`src/rtl/accum_table_if.sv`:
```
// Tile-control and accumulation-table strobe bundle between the systolic
// array sequencer (master) and the accumulation table controller (slave).
interface accum_table_if #(
  parameter int ADDR_WIDTH = 10,
  parameter int CNT_WIDTH  = 11
);
  logic                  start;
  logic [ADDR_WIDTH-1:0] base_addr;
  logic [CNT_WIDTH-1:0]  num_rows;
  logic                  accum_mode;
  logic                  in_valid;
  logic                  in_ready;
  logic                  tbl_rd_en;
  logic [ADDR_WIDTH-1:0] tbl_rd_addr;
  logic                  tbl_wr_en;
  logic [ADDR_WIDTH-1:0] tbl_wr_addr;
  logic                  add_sel;
  logic                  busy;
  logic                  done;

  modport master (
    output start, base_addr, num_rows, accum_mode, in_valid,
    input  in_ready, tbl_rd_en, tbl_rd_addr, tbl_wr_en, tbl_wr_addr,
           add_sel, busy, done
  );

  modport slave (
    input  start, base_addr, num_rows, accum_mode, in_valid,
    output in_ready, tbl_rd_en, tbl_rd_addr, tbl_wr_en, tbl_wr_addr,
           add_sel, busy, done
  );
endinterface

```
`src/rtl/accum_table_ctrl.sv`:
```
// Accumulation table controller: walks a tile of output rows through a
// read-modify-write (or plain write) pipeline against the table.
//
// state   | meaning
// --------+-------------------------------------------------------------
// S_IDLE  | waiting for start; tile fields latched on start
// S_RUN   | accepting rows from the array (in_ready=1)
// S_DRAIN | last row accepted; waiting for its table write to issue
// S_DONE  | one-cycle done pulse, then back to S_IDLE
module accum_table_ctrl #(
  parameter int MAX_OUT_ROWS = 1024,
  parameter int ADDR_WIDTH   = $clog2(MAX_OUT_ROWS),
  parameter int CNT_WIDTH    = ADDR_WIDTH + 1
) (
  input logic           clk,
  input logic           reset,
  accum_table_if.slave  bus
);

  typedef enum logic [1:0] {S_IDLE, S_RUN, S_DRAIN, S_DONE} state_t;

  localparam logic [CNT_WIDTH-1:0] MAX_ROWS_C = CNT_WIDTH'(MAX_OUT_ROWS);

  state_t                state_q, state_d;
  logic [ADDR_WIDTH-1:0] base_q;
  logic [ADDR_WIDTH-1:0] idx_q;
  logic [CNT_WIDTH-1:0]  rem_q;
  logic                  mode_q;
  logic                  p1_valid_q;
  logic [ADDR_WIDTH-1:0] p1_addr_q;
  logic [CNT_WIDTH-1:0]  rows_clamped;
  logic [ADDR_WIDTH-1:0] row_addr;
  logic                  start_acc;
  logic                  hs;
  logic                  last_hs;

  assign rows_clamped = (bus.num_rows > MAX_ROWS_C) ? MAX_ROWS_C : bus.num_rows;
  // Table depth is a power of two, so the natural adder wrap is the row wrap.
  assign row_addr     = base_q + idx_q;
  assign start_acc    = (state_q == S_IDLE) && bus.start;
  assign bus.in_ready = (state_q == S_RUN);
  assign hs           = bus.in_valid & bus.in_ready;
  assign last_hs      = hs && (rem_q == CNT_WIDTH'(1));

  // State register.
  always_ff @(posedge clk) begin
    if (reset) state_q <= S_IDLE;
    else       state_q <= state_d;
  end

  // Next-state decode.
  always_comb begin
    state_d = state_q;
    case (state_q)
      S_IDLE:  if (bus.start) state_d = (rows_clamped == '0) ? S_DONE : S_RUN;
      S_RUN:   if (last_hs) state_d = S_DRAIN;
      // Once the last row has left the read stage its write is on the bus.
      S_DRAIN: if (!p1_valid_q) state_d = S_DONE;
      S_DONE:  state_d = S_IDLE;
      default: state_d = S_IDLE;
    endcase
  end

  // Tile fields, row pipeline and registered outputs.
  always_ff @(posedge clk) begin
    if (reset) begin
      base_q          <= '0;
      idx_q           <= '0;
      rem_q           <= '0;
      mode_q          <= 1'b0;
      p1_valid_q      <= 1'b0;
      p1_addr_q       <= '0;
      bus.tbl_rd_en   <= 1'b0;
      bus.tbl_rd_addr <= '0;
      bus.tbl_wr_en   <= 1'b0;
      bus.tbl_wr_addr <= '0;
      bus.add_sel     <= 1'b0;
      bus.busy        <= 1'b0;
      bus.done        <= 1'b0;
    end else begin
      if (start_acc) begin
        base_q <= bus.base_addr;
        mode_q <= bus.accum_mode;
        rem_q  <= rows_clamped;
        idx_q  <= '0;
      end else if (hs) begin
        rem_q <= rem_q - 1'b1;
        idx_q <= idx_q + 1'b1;
      end

      // Stage 1: read issue (reads only in accumulate mode).
      p1_valid_q    <= hs;
      bus.tbl_rd_en <= hs & mode_q;
      if (hs) begin
        p1_addr_q       <= row_addr;
        bus.tbl_rd_addr <= row_addr;
      end

      // Stage 2: write issue, one cycle after the read to cover read latency.
      bus.tbl_wr_en <= p1_valid_q;
      bus.add_sel   <= p1_valid_q & mode_q;
      if (p1_valid_q) bus.tbl_wr_addr <= p1_addr_q;

      bus.busy <= (state_d != S_IDLE);
      bus.done <= (state_d == S_DONE);
    end
  end

endmodule

```
`src/flat_wrapper.sv`:
```
// flat-port wrapper written by rule: the top's interface ports become plain ports
module accum_table_ctrl_flat 
#(
  parameter int MAX_OUT_ROWS = 1024,
  parameter int ADDR_WIDTH   = $clog2(MAX_OUT_ROWS),
  parameter int CNT_WIDTH    = ADDR_WIDTH + 1
)
  (clk, reset, bus_start, bus_base_addr, bus_num_rows, bus_accum_mode, bus_in_valid, bus_in_ready, bus_tbl_rd_en, bus_tbl_rd_addr, bus_tbl_wr_en, bus_tbl_wr_addr, bus_add_sel, bus_busy, bus_done);
  accum_table_if #(.ADDR_WIDTH(ADDR_WIDTH), .CNT_WIDTH(CNT_WIDTH)) bus_i ();
  input logic clk;
  input logic reset;
  input wire logic [$bits(bus_i.start)-1:0] bus_start;
  input wire logic [$bits(bus_i.base_addr)-1:0] bus_base_addr;
  input wire logic [$bits(bus_i.num_rows)-1:0] bus_num_rows;
  input wire logic [$bits(bus_i.accum_mode)-1:0] bus_accum_mode;
  input wire logic [$bits(bus_i.in_valid)-1:0] bus_in_valid;
  output wire logic [$bits(bus_i.in_ready)-1:0] bus_in_ready;
  output wire logic [$bits(bus_i.tbl_rd_en)-1:0] bus_tbl_rd_en;
  output wire logic [$bits(bus_i.tbl_rd_addr)-1:0] bus_tbl_rd_addr;
  output wire logic [$bits(bus_i.tbl_wr_en)-1:0] bus_tbl_wr_en;
  output wire logic [$bits(bus_i.tbl_wr_addr)-1:0] bus_tbl_wr_addr;
  output wire logic [$bits(bus_i.add_sel)-1:0] bus_add_sel;
  output wire logic [$bits(bus_i.busy)-1:0] bus_busy;
  output wire logic [$bits(bus_i.done)-1:0] bus_done;
  assign bus_i.start = bus_start;
  assign bus_i.base_addr = bus_base_addr;
  assign bus_i.num_rows = bus_num_rows;
  assign bus_i.accum_mode = bus_accum_mode;
  assign bus_i.in_valid = bus_in_valid;
  assign bus_in_ready = bus_i.in_ready;
  assign bus_tbl_rd_en = bus_i.tbl_rd_en;
  assign bus_tbl_rd_addr = bus_i.tbl_rd_addr;
  assign bus_tbl_wr_en = bus_i.tbl_wr_en;
  assign bus_tbl_wr_addr = bus_i.tbl_wr_addr;
  assign bus_add_sel = bus_i.add_sel;
  assign bus_busy = bus_i.busy;
  assign bus_done = bus_i.done;
  accum_table_ctrl #(.MAX_OUT_ROWS(MAX_OUT_ROWS), .ADDR_WIDTH(ADDR_WIDTH), .CNT_WIDTH(CNT_WIDTH)) u_core (.clk(clk), .reset(reset), .bus(bus_i));
endmodule
```
`config.mk`:
```
export PLATFORM = sky130hd
export DESIGN_NAME = accum_table_ctrl_flat
export DESIGN_NICKNAME = d
export VERILOG_FILES = /design/src/rtl/accum_table_if.sv /design/src/rtl/accum_table_ctrl.sv /design/src/flat_wrapper.sv
export SDC_FILE = /design/constraint.sdc
export NUM_CORES = 1
export LEC_CHECK = 0
export BUFFER_PORTS_ARGS = -buffer_cell sky130_fd_sc_hd__buf_2
export CAP_MARGIN = 10
export CORE_AREA = 2 2 115 95
export CTS_BUF_LIST = sky130_fd_sc_hd__clkbuf_16
export DETAILED_ROUTE_END_ITERATION = 12
export DIE_AREA = 0 0 117 97
export PLACE_DENSITY_LB_ADDON = 0.12
export SYNTH_ARGS = -nofsm -noshare
export SYNTH_HDL_FRONTEND = slang
export SYNTH_SLANG_ARGS = --single-unit
```
`constraint.sdc`:
```
create_clock -name clk -period 1.9 [get_ports clk]
set_input_delay 0.38 -clock clk [delete_from_list [all_inputs] [get_ports clk]]
set_output_delay 0.38 -clock clk [all_outputs]
set_load 0.005 [all_outputs]
```
# == Yosys cells after proc, flatten, opt, wreduce, memory -nomap -nowiden ==
# Cells that the tools add are included.
# W data, S select, Z words.
# op_classes
eq_ne,5
order_cmp,1
bitwise,3
n_addsub,3
n_reduce_logical,7
n_mux,8
# op_table
operator,count
$mux W11,3
$eq A11 B1 Y1 const B,1
$gt A11 B11 Y1 const B,1
$logic_not A11 Y1,1
$sub A11 B1 Y11 const B,1
$add A10 B1 Y10 const B,1
$add A10 B10 Y10,1
$mux W2,4
$pmux W2 S4,1
$eq A2 B2 Y1 const B,3
$reduce_bool A2 Y1,2
$and A1 B1 Y1,3
$eq A2 B1 Y1 const B,1
$logic_and A1 B1 Y1,2
$logic_not A2 Y1,1
$reduce_or A2 Y1,1
# word_totals
out_inout_bits,26
reg_bits,60
inputBits,26

# == Depth between registers and ports, before layout ==
# Gate-level depths: netlist (run 1).
# depth
depth_word,7
ltp_mapped,8
mapped_depth_nobuf,8

# == Least setup slack after synthesis (run 1) ==
# OpenSTA, ideal clock, no wires.
# synth_path
path_type,reg-to-reg
from,register u_core.idx_q[0]
to,register u_core.p1_addr_q[6]
slack_ps,-54
t_arrival_ps,1892
n_path_buf,0
setup_ps,62
period_less_slack_ps,1954
path_stages_with_launch,9
path_cell_list,dfxtp_1 > ha_1 > inv_1 > fa_1 > nor2b_1 > o31a_1 > o21ai_0 > or4_1 > nand3_1
# synth_via
elab_chain_cells,1
# synth_rtl
element,line_no,source
start: declaration,accum_table_ctrl.sv:26,logic [ADDR_WIDTH-1:0] idx_q;
start signal: assignment,accum_table_ctrl.sv:88,idx_q <= idx_q + 1'b1;
$add A10 B10 Y10,accum_table_ctrl.sv:39,assign row_addr = base_q + idx_q;
end signal: assignment,accum_table_ctrl.sv:95,p1_addr_q <= row_addr;
end: declaration,accum_table_ctrl.sv:30,logic [ADDR_WIDTH-1:0] p1_addr_q;
# Every way passes these cells.
# A chain may end at the register's enable or synchronous reset.

# == Worst setup path in the final report (run 1) ==
# layout_path
from,register u_core.base_q[0]
to,register u_core.p1_addr_q[8]
# layout_via
elab_chain_cells,1
# layout_rtl
element,line_no,source
start: declaration,accum_table_ctrl.sv:25,logic [ADDR_WIDTH-1:0] base_q;
start signal: assignment,accum_table_ctrl.sv:82,base_q <= bus.base_addr;
$add A10 B10 Y10,accum_table_ctrl.sv:39,
# Every way passes these cells.

==> results of run 1 <==
-- critical path, delay by kind of cell, from the launching register on --
| kind | cells | cell delay [ns] |
|---|---|---|
| AO/OA/AOI/OAI | 2 | 0.48 |
| adder cells (fa/ha/maj) | 2 | 0.37 |
| flip-flops | 1 | 0.33 |
| multiplexers | 1 | 0.21 |
| buffers and inverters | 2 | 0.20 |
| AND/OR/NAND/NOR | 2 | 0.11 |
-- metal layers --
| layer | global-route usage, % | vias to the layer above | part of all wire [%] |
|---|---|---|---|
| li1 | - | 1399 | - |
| met1 | 22.8 | 1273 | 54 |
| met2 | 20.3 | 57 | 40 |
| met3 | 4.39 | 11 | 4.9 |
| met4 | 5.61 | 0 | 1.7 |
| met5 | 0 | - | 0 |
-- Yosys cell counts, types with 2 or more instances --
cell type and count:
nor4_1 5, buf_6 2, dfxtp_1 60, nor4b_1 4, ha_1 12, a21o_1 2, nor2_1 37, nand4_1 5
clkbuf_1 4, and3_1 5, nor3_1 7, nand2_2 2, inv_1 9, buf_2 8, a21oi_1 28, nand3_1 11
or4_1 2, xnor2_1 4, o21ai_0 14, xor2_1 6, buf_1 2, a31oi_1 7, nor4_4 2, o21a_1 3
nor2b_1 2, nor3b_1 2, o41ai_1 4, o211ai_1 2, nand2_1 46, a22o_1 3, o31ai_1 3, nand2b_4 2
or3_1 3, o311ai_0 2, o31a_1 2, buf_4 3, a211oi_1 6, mux2i_1 13
-- sequential cells by signal, summed over array words and instances (netlist names) --
signal / cells
u_core.rem_q: 11
u_core.base_q: 10
u_core.bus.tbl_wr_addr: 10
u_core.idx_q: 10
u_core.p1_addr_q: 10
u_core.state_q: 2
u_core.bus.add_sel: 1
u_core.bus.busy: 1
u_core.bus.done: 1
u_core.bus.tbl_rd_en: 1
u_core.bus.tbl_wr_en: 1
u_core.mode_q: 1
u_core.p1_valid_q: 1
-- what timing repair did --
item                                    in CTS  in global routing
resized for setup                            2                 12
endpoints found under the hold margin        0                  0
pin swaps                                    1                  3
endpoints found under the setup margin       1                  9
gates cloned                                 0                  0
hold buffers                                 0                  0
setup buffers                                1                  1
-- kinds of logic (layout without fill, tap and decap cells) --
| logic type | count (synthesis) | after routing |
|---|---|---|
| AOI/OAI and AO/OA | 82 | 82 |
| xor gates and xnor gates | 10 | 10 |
| adders and majority gates | 13 | 13 |
| buffers and inverters | 30 | 102 |
| DFF | 60 | 60 |
| muxes | 13 | 13 |
| and+or+nand+nor | 143 | 143 |
-- through the flow --
stage	utilization (%)	setup slack [ns]	setup TNS, ns	hold slack [ns]
3_3_place_gp	34.7	0.0409	0	0.458
3_5_place_dp	34.7	-0.0343	-0.0343	0.455
5_1_grt	38.8	-0.00373	-0.00540	0.281
4_1_cts	38.1	-0.00500	-0.00500	0.265
2_1_floorplan	-	0.00427	0	0.440
6_report	38.8	0.0937	0	0.283
-- report_power, final --
part	leakage, nW	internal (mW)	switching (mW)
Combinational	0.949	0.187	0.260
Clock	0.166	1.26	0.548
Sequential	0.489	1.31	0.0539
Total	1.60	2.76	0.862
-- area by class of cell --
| class | instances | area (um2) |
|---|---|---|
| Timing Repair Buffer | 75 | 448 |
| Sequential cell | 60 | 1200 |
| Multi-Input combinational cell | 261 | 1720 |
| Tap cell | 140 | 175 |
| Clock buffer | 9 | 225 |
| Fill cell | 1048 | 6190 |
| Inverter | 11 | 41.3 |
| Clock inverter | 7 | 106 |
-- worst max path at each step --
stage | startpoint | to | slack (ns) | depth (start not counted)
2_1_floorplan | u_core.idx_q[0] | u_core.p1_addr_q[6] | 0.004 | 8
3_3_place_gp | u_core.base_q[0] | u_core.p1_addr_q[6] | 0.04 | 8
3_5_place_dp | u_core.base_q[0] | u_core.p1_addr_q[6] | -0.03 | 8
4_1_cts | u_core.idx_q[0] | u_core.p1_addr_q[8] | -0.005 | 8
5_1_grt | u_core.base_q[0] | u_core.p1_addr_q[6] | -0.004 | 8
6_report | u_core.base_q[0] | u_core.p1_addr_q[8] | 0.09 | 9
==> impl_metrics.tcl, run 1 <==
set metrics [dict create \
    ys_ff_latch 60 \
    finalSetupViolCount 0 \
    crit_path_max_incr_delay_ns 0.33 \
    vdd_drop_max_uv 379 \
    die_w_um 117 \
    crit_required_ns 2.12 \
    ctsRootBufferMaster "clkbuf_16" \
    synth_xor_xnor_area_share_pct 2.91 \
    postLayoutCellArea_um2 3920 \
    finalPower_mw 3.63 \
    grt_overflow_total 0 \
    hold_violations 0 \
    drive_above_1_share_pct 26.5 \
    synth_top_area_cell "dfxtp_1" \
    synth_seq_area_share_pct 40.0 \
    antennaDiodeCount 0 \
    io_buffers 51 \
    synthArstFlopShare_pct 0 \
    drcViolationCount 0 \
    final_cell_mix "58 x dfxtp_1, 51 x buf_2, 45 x nand2_1" \
    grt_max_degree 22 \
    min_path_cells 2 \
    die_h_um 97 \
    path_clk_slew_ns 0.05 \
    row_count 33 \
    critPathKind "reg -> reg" \
    startpoint_type "flop" \
    instances_no_fill 563 \
    end_kind "flop" \
    first_pass_iters 4 \
    clock_latency_ns 0.33 \
    nets 457 \
    io_pins 52 \
    yosysWarnings 0 \
    synth_area_leaders "dfxtp_1 40%, nand2_1 5.7%, ha_1 5.0%, a21oi_1 4.7%, nor2_1 4.6%" \
    hold_class "in -> reg" \
    yosys_most_used_dff "dfxtp_1" \
    avgViaCountPerCell 4.87 \
    dpl-instance-area_um2 3510 \
    ant_nets 0 \
    crit_path_cell_trace "ha_4, inv_2, fa_2, nor2b_2, o31a_1, buf_4, o41ai_4, mux2i_1, nand2_1" \
    synthAdderAreaFrac_pct 5.66 \
    h-tree-depth 3 \
    power_density_nw_per_um2 925 \
    max_freq_mhz 554 \
    cts.sinks 60 \
    cap_violations 0 \
    synth_top_family_by_area "simple AND/OR/NAND/NOR gates" \
    synth_simple_gate_area_share_pct 24.6 \
    skew_ns 0.00652 \
    start_util_pct 29.7 \
    slowest_stage "dfxtp_2" \
    fin_crit_ns 1.81 \
    cp_max_fo 3 \
    antenna_found_initial 0 \
    whs_endpoint "u_core.rem_q[7]" \
    relSlewSlack_pct 60.5 \
    cts_buffers 9 \
    drv_slew 0 \
    grt_pass1_wl_um 13200 \
    finalCritPeriodShare_pct 95.1 \
    dieArea_um2 11300 \
    place_inst 545 \
    cts_tree "built" \
    synthCells 351 \
    synth.distinct_cells 55 \
    synth_compound_area_share_pct 17.6 \
    postSynthAreaPerCell_um2 8.57 \
    syn_nets 390 \
    dp_hpwl_um 6070 \
    rsz0062_at_grt "true" \
    cts_buffer_depth 2 \
    grt_pass1_vias 2522 \
    p_leak_nw 1.60 \
    coreArea_um2 10100 \
    netlist_area_um2 3010 \
    worstMarginPinSlew_ns 0.587 \
    gr-usage-all-layers_pct 15.2 \
    drt_iter0_markers 112 \
    routed-via-count 2740 \
    worst_ep_arrival_time_ns 2.03 \
    reg2reg_slack_ns 0.09 \
    r2r_cells 9 \
    r2r_start "u_core.base_q[0]" \
    post_drt_wl_per_cell_um 14.4 \
    min_from "bus_num_rows[7]" \
    syn_to_final_growth_pct 30.5 \
    status "complete, no violations" \
    rr_endpoint "u_core.p1_addr_q[8]" \
    place.gp.congestion 0.801 \
    muxShareOfSynthArea_pct 4.33 \
    yosysTopAreaCellShare_pct 40.0 \
    synth_edf_count 0 \
    mostFrequentLayoutCell "dfxtp_1" \
    finalWirelength_um 8080 \
]
No activity file was read; power rests on OpenSTA's default activity.
==> run 2: changes to the inputs <==
--- a/config.mk
+++ b/config.mk
@@ -11,7 +11,7 @@
 export CTS_BUF_LIST = sky130_fd_sc_hd__clkbuf_16
 export DETAILED_ROUTE_END_ITERATION = 12
 export DIE_AREA = 0 0 117 97
-export PLACE_DENSITY_LB_ADDON = 0.12
+export PLACE_DENSITY = 0.47
 export SYNTH_ARGS = -nofsm -noshare
 export SYNTH_HDL_FRONTEND = slang
 export SYNTH_SLANG_ARGS = --single-unit
==> run 2 against run 1 <==
  * Maximum frequency down 2.6%
  * Largest power group unchanged
  * Non-clock buffer count shrank 2
  * Global-route usage shrank 0.16 points
  * Utilization is 1.3 points lower
  * Critical path depth shrank 3
  * Clock-buffer cell count unchanged
  * Critical endpoint unchanged
  * Critical path type unchanged
  * Combinational power about the same
  * Routed wire length is 1.1% lower
  * First-iteration DRC count up 63%
  * Hold slack got worse by 0.0052 ns
  * Setup slack worse by 0.049 ns
  * Largest cell class unchanged
==> impl_metrics.tcl, run 2 (synthesis gave the netlist of run 1 again) <==
set metrics [dict create \
    syn_to_final_growth_pct 26.2 \
    start_util_pct 29.7 \
    finalWirelength_um 8000 \
    status "complete, no violations" \
    die_h_um 97 \
    antenna_found_initial 0 \
    finalSetupViolCount 0 \
    min_from "bus_num_rows[6]" \
    dpl-instance-area_um2 3520 \
    row_count 33 \
    crit_path_end "u_core.p1_addr_q[8]" \
    cts.sinks 60 \
    drive_above_1_share_pct 24.7 \
    cap_violations 0 \
    path_clk_slew_ns 0.06 \
    dp_hpwl_um 5950 \
    r2r_start "u_core.idx_q[2]" \
    crit_path_cell_trace "ha_1, nor2b_2, o31a_1, o41ai_1, mux2i_1, nand2_1" \
    end_kind "flop" \
    holdBufCountCts 0 \
    cp_max_fo 4 \
    reg2reg_slack_ns 0.04 \
    place_inst 544 \
    ant_nets 0 \
    r2r_cells 6 \
    rr_endpoint "u_core.p1_addr_q[8]" \
    grt_overflow_total 0 \
    mostFrequentLayoutCell "dfxtp_1" \
    use_met3_pct 4.76 \
    grt_pass1_wl_um 13200 \
    worstMarginPinSlew_ns 0.535 \
    postLayoutCellArea_um2 3790 \
    top_register "u_core.rem_q" \
    dieArea_um2 11300 \
    grt_max_degree 22 \
    power_density_nw_per_um2 853 \
    coreArea_um2 10100 \
    crit_required_ns 2.12 \
    fin_util_pct 37.5 \
    top_usage_layer "met1" \
    hold_violations 0 \
    finalCritPeriodShare_pct 97.6 \
    drt_iter0_markers 182 \
    vdd_drop_max_uv 386 \
    clock_latency_ns 0.33 \
    avgViaCountPerCell 4.92 \
    max_freq_mhz 539 \
    first_pass_iters 5 \
    cts_buffer_depth 2 \
    hold_class "in -> reg" \
    met2_usage_pct 20.0 \
    io_pins 52 \
    startpoint_type "flop" \
    tns_ns 0 \
    worst_ep_arrival_time_ns 2.07 \
    nets 455 \
    post_drt_wl_per_cell_um 14.3 \
    routed-via-count 2759 \
    crit_start "u_core.idx_q[2]" \
    final_cell_mix "58 x dfxtp_1, 51 x buf_2, 46 x nand2_1" \
    instances_no_fill 561 \
    drcViolationCount 0 \
    grt_pass1_vias 2560 \
    die_w_um 117 \
    gr-usage-all-layers_pct 15.1 \
    io_buffers 51 \
    rsz0062_at_grt "true" \
    drv_slew 0 \
    antennaDiodeCount 0 \
    place.gp.congestion 0.820 \
    cts_tree "built" \
    cts_buffers 9 \
    grtUsageMet1_pct 23.0 \
    skew_ns 0.0121 \
    h-tree-depth 3 \
    slowest_stage "ha_1" \
    relSlewSlack_pct 64.0 \
    fin_crit_ns 1.86 \
    crit_path_max_incr_delay_ns 0.34 \
    largest_reg_flops 11 \
    p_leak_nw 1.55 \
    ctsRootBufferMaster "clkbuf_16" \
    critPathKind "reg -> reg" \
]
-- run 2: cell count changes in the layout (fill, tap and decap cells not counted), moves of 2 or more --
| cell | before | now |
|---|---|---|
| ha_4 | 2 | 0 |
| bufinv_16 | 3 | 0 |
| buf_4 | 23 | 20 |
| clkinv_2 | 1 | 4 |
-- run 2: cell type report --
cell class / count / area, um2
multi-input combinational: 261 / 1670
fill: 1040 / 6320
timing repair buffer: 73 / 445
clock inverter: 7 / 35.0
tap: 140 / 175
clock buffer: 9 / 225
sequential: 60 / 1200
inverter: 11 / 41.3
-- run 2: how the worst min path moves through the flow --
stage	endpoint	slack, ns	cells after the start
CTS	u_core.rem_q[6]	0.27	2
global route	u_core.base_q[2]	0.29	3
finish	u_core.rem_q[6]	0.28	2
detailed placement	u_core.p1_addr_q[0]	0.47	2
floorplan	u_core.base_q[0]	0.44	2
global placement	u_core.base_q[0]	0.46	2
-- run 2: worst max-delay path, delay by kind of cell, from the launching register on --
family	cells	cell delay, ns
AO/OA/AOI/OAI	2	0.61
adder cells (fa/ha/maj)	1	0.34
flip-flops	1	0.32
multiplexers	1	0.23
AND/OR/NAND/NOR	2	0.26
-- run 2: timing repair --
action	4_1_cts	5_1_grt
gates cloned	0	0
pin swaps	1	1
setup endpoints to repair	1	3
gates resized for setup	4	1
setup buffers	1	0
-- run 2: through the flow --
stage	setup WS (ns)	hold WS, ns	power (mW)
after floorplan	0.00427	0.440	1.67
after global placement	0.0123	0.456	1.83
after detailed placement	-0.0228	0.466	1.84
after CTS	0.0131	0.272	3.29
after global routing	-0.0774	0.292	3.40
final	0.0449	0.277	3.24
-- run 2: layer usage --
layer,up-vias,wire length (um)
met5,-,0
met4,0,85
met3,8,397
met2,94,3300
met1,1260,4210
li1,1397,-
-- run 2: power by group --
part | internal (mW) | total, mW | switching (mW) | leakage (nW)
clock | 0.860 | 1.43 | 0.565 | 0.134
combinational | 0.187 | 0.444 | 0.257 | 0.929
sequential | 1.31 | 1.37 | 0.0520 | 0.489
total | 2.36 | 3.24 | 0.873 | 1.55
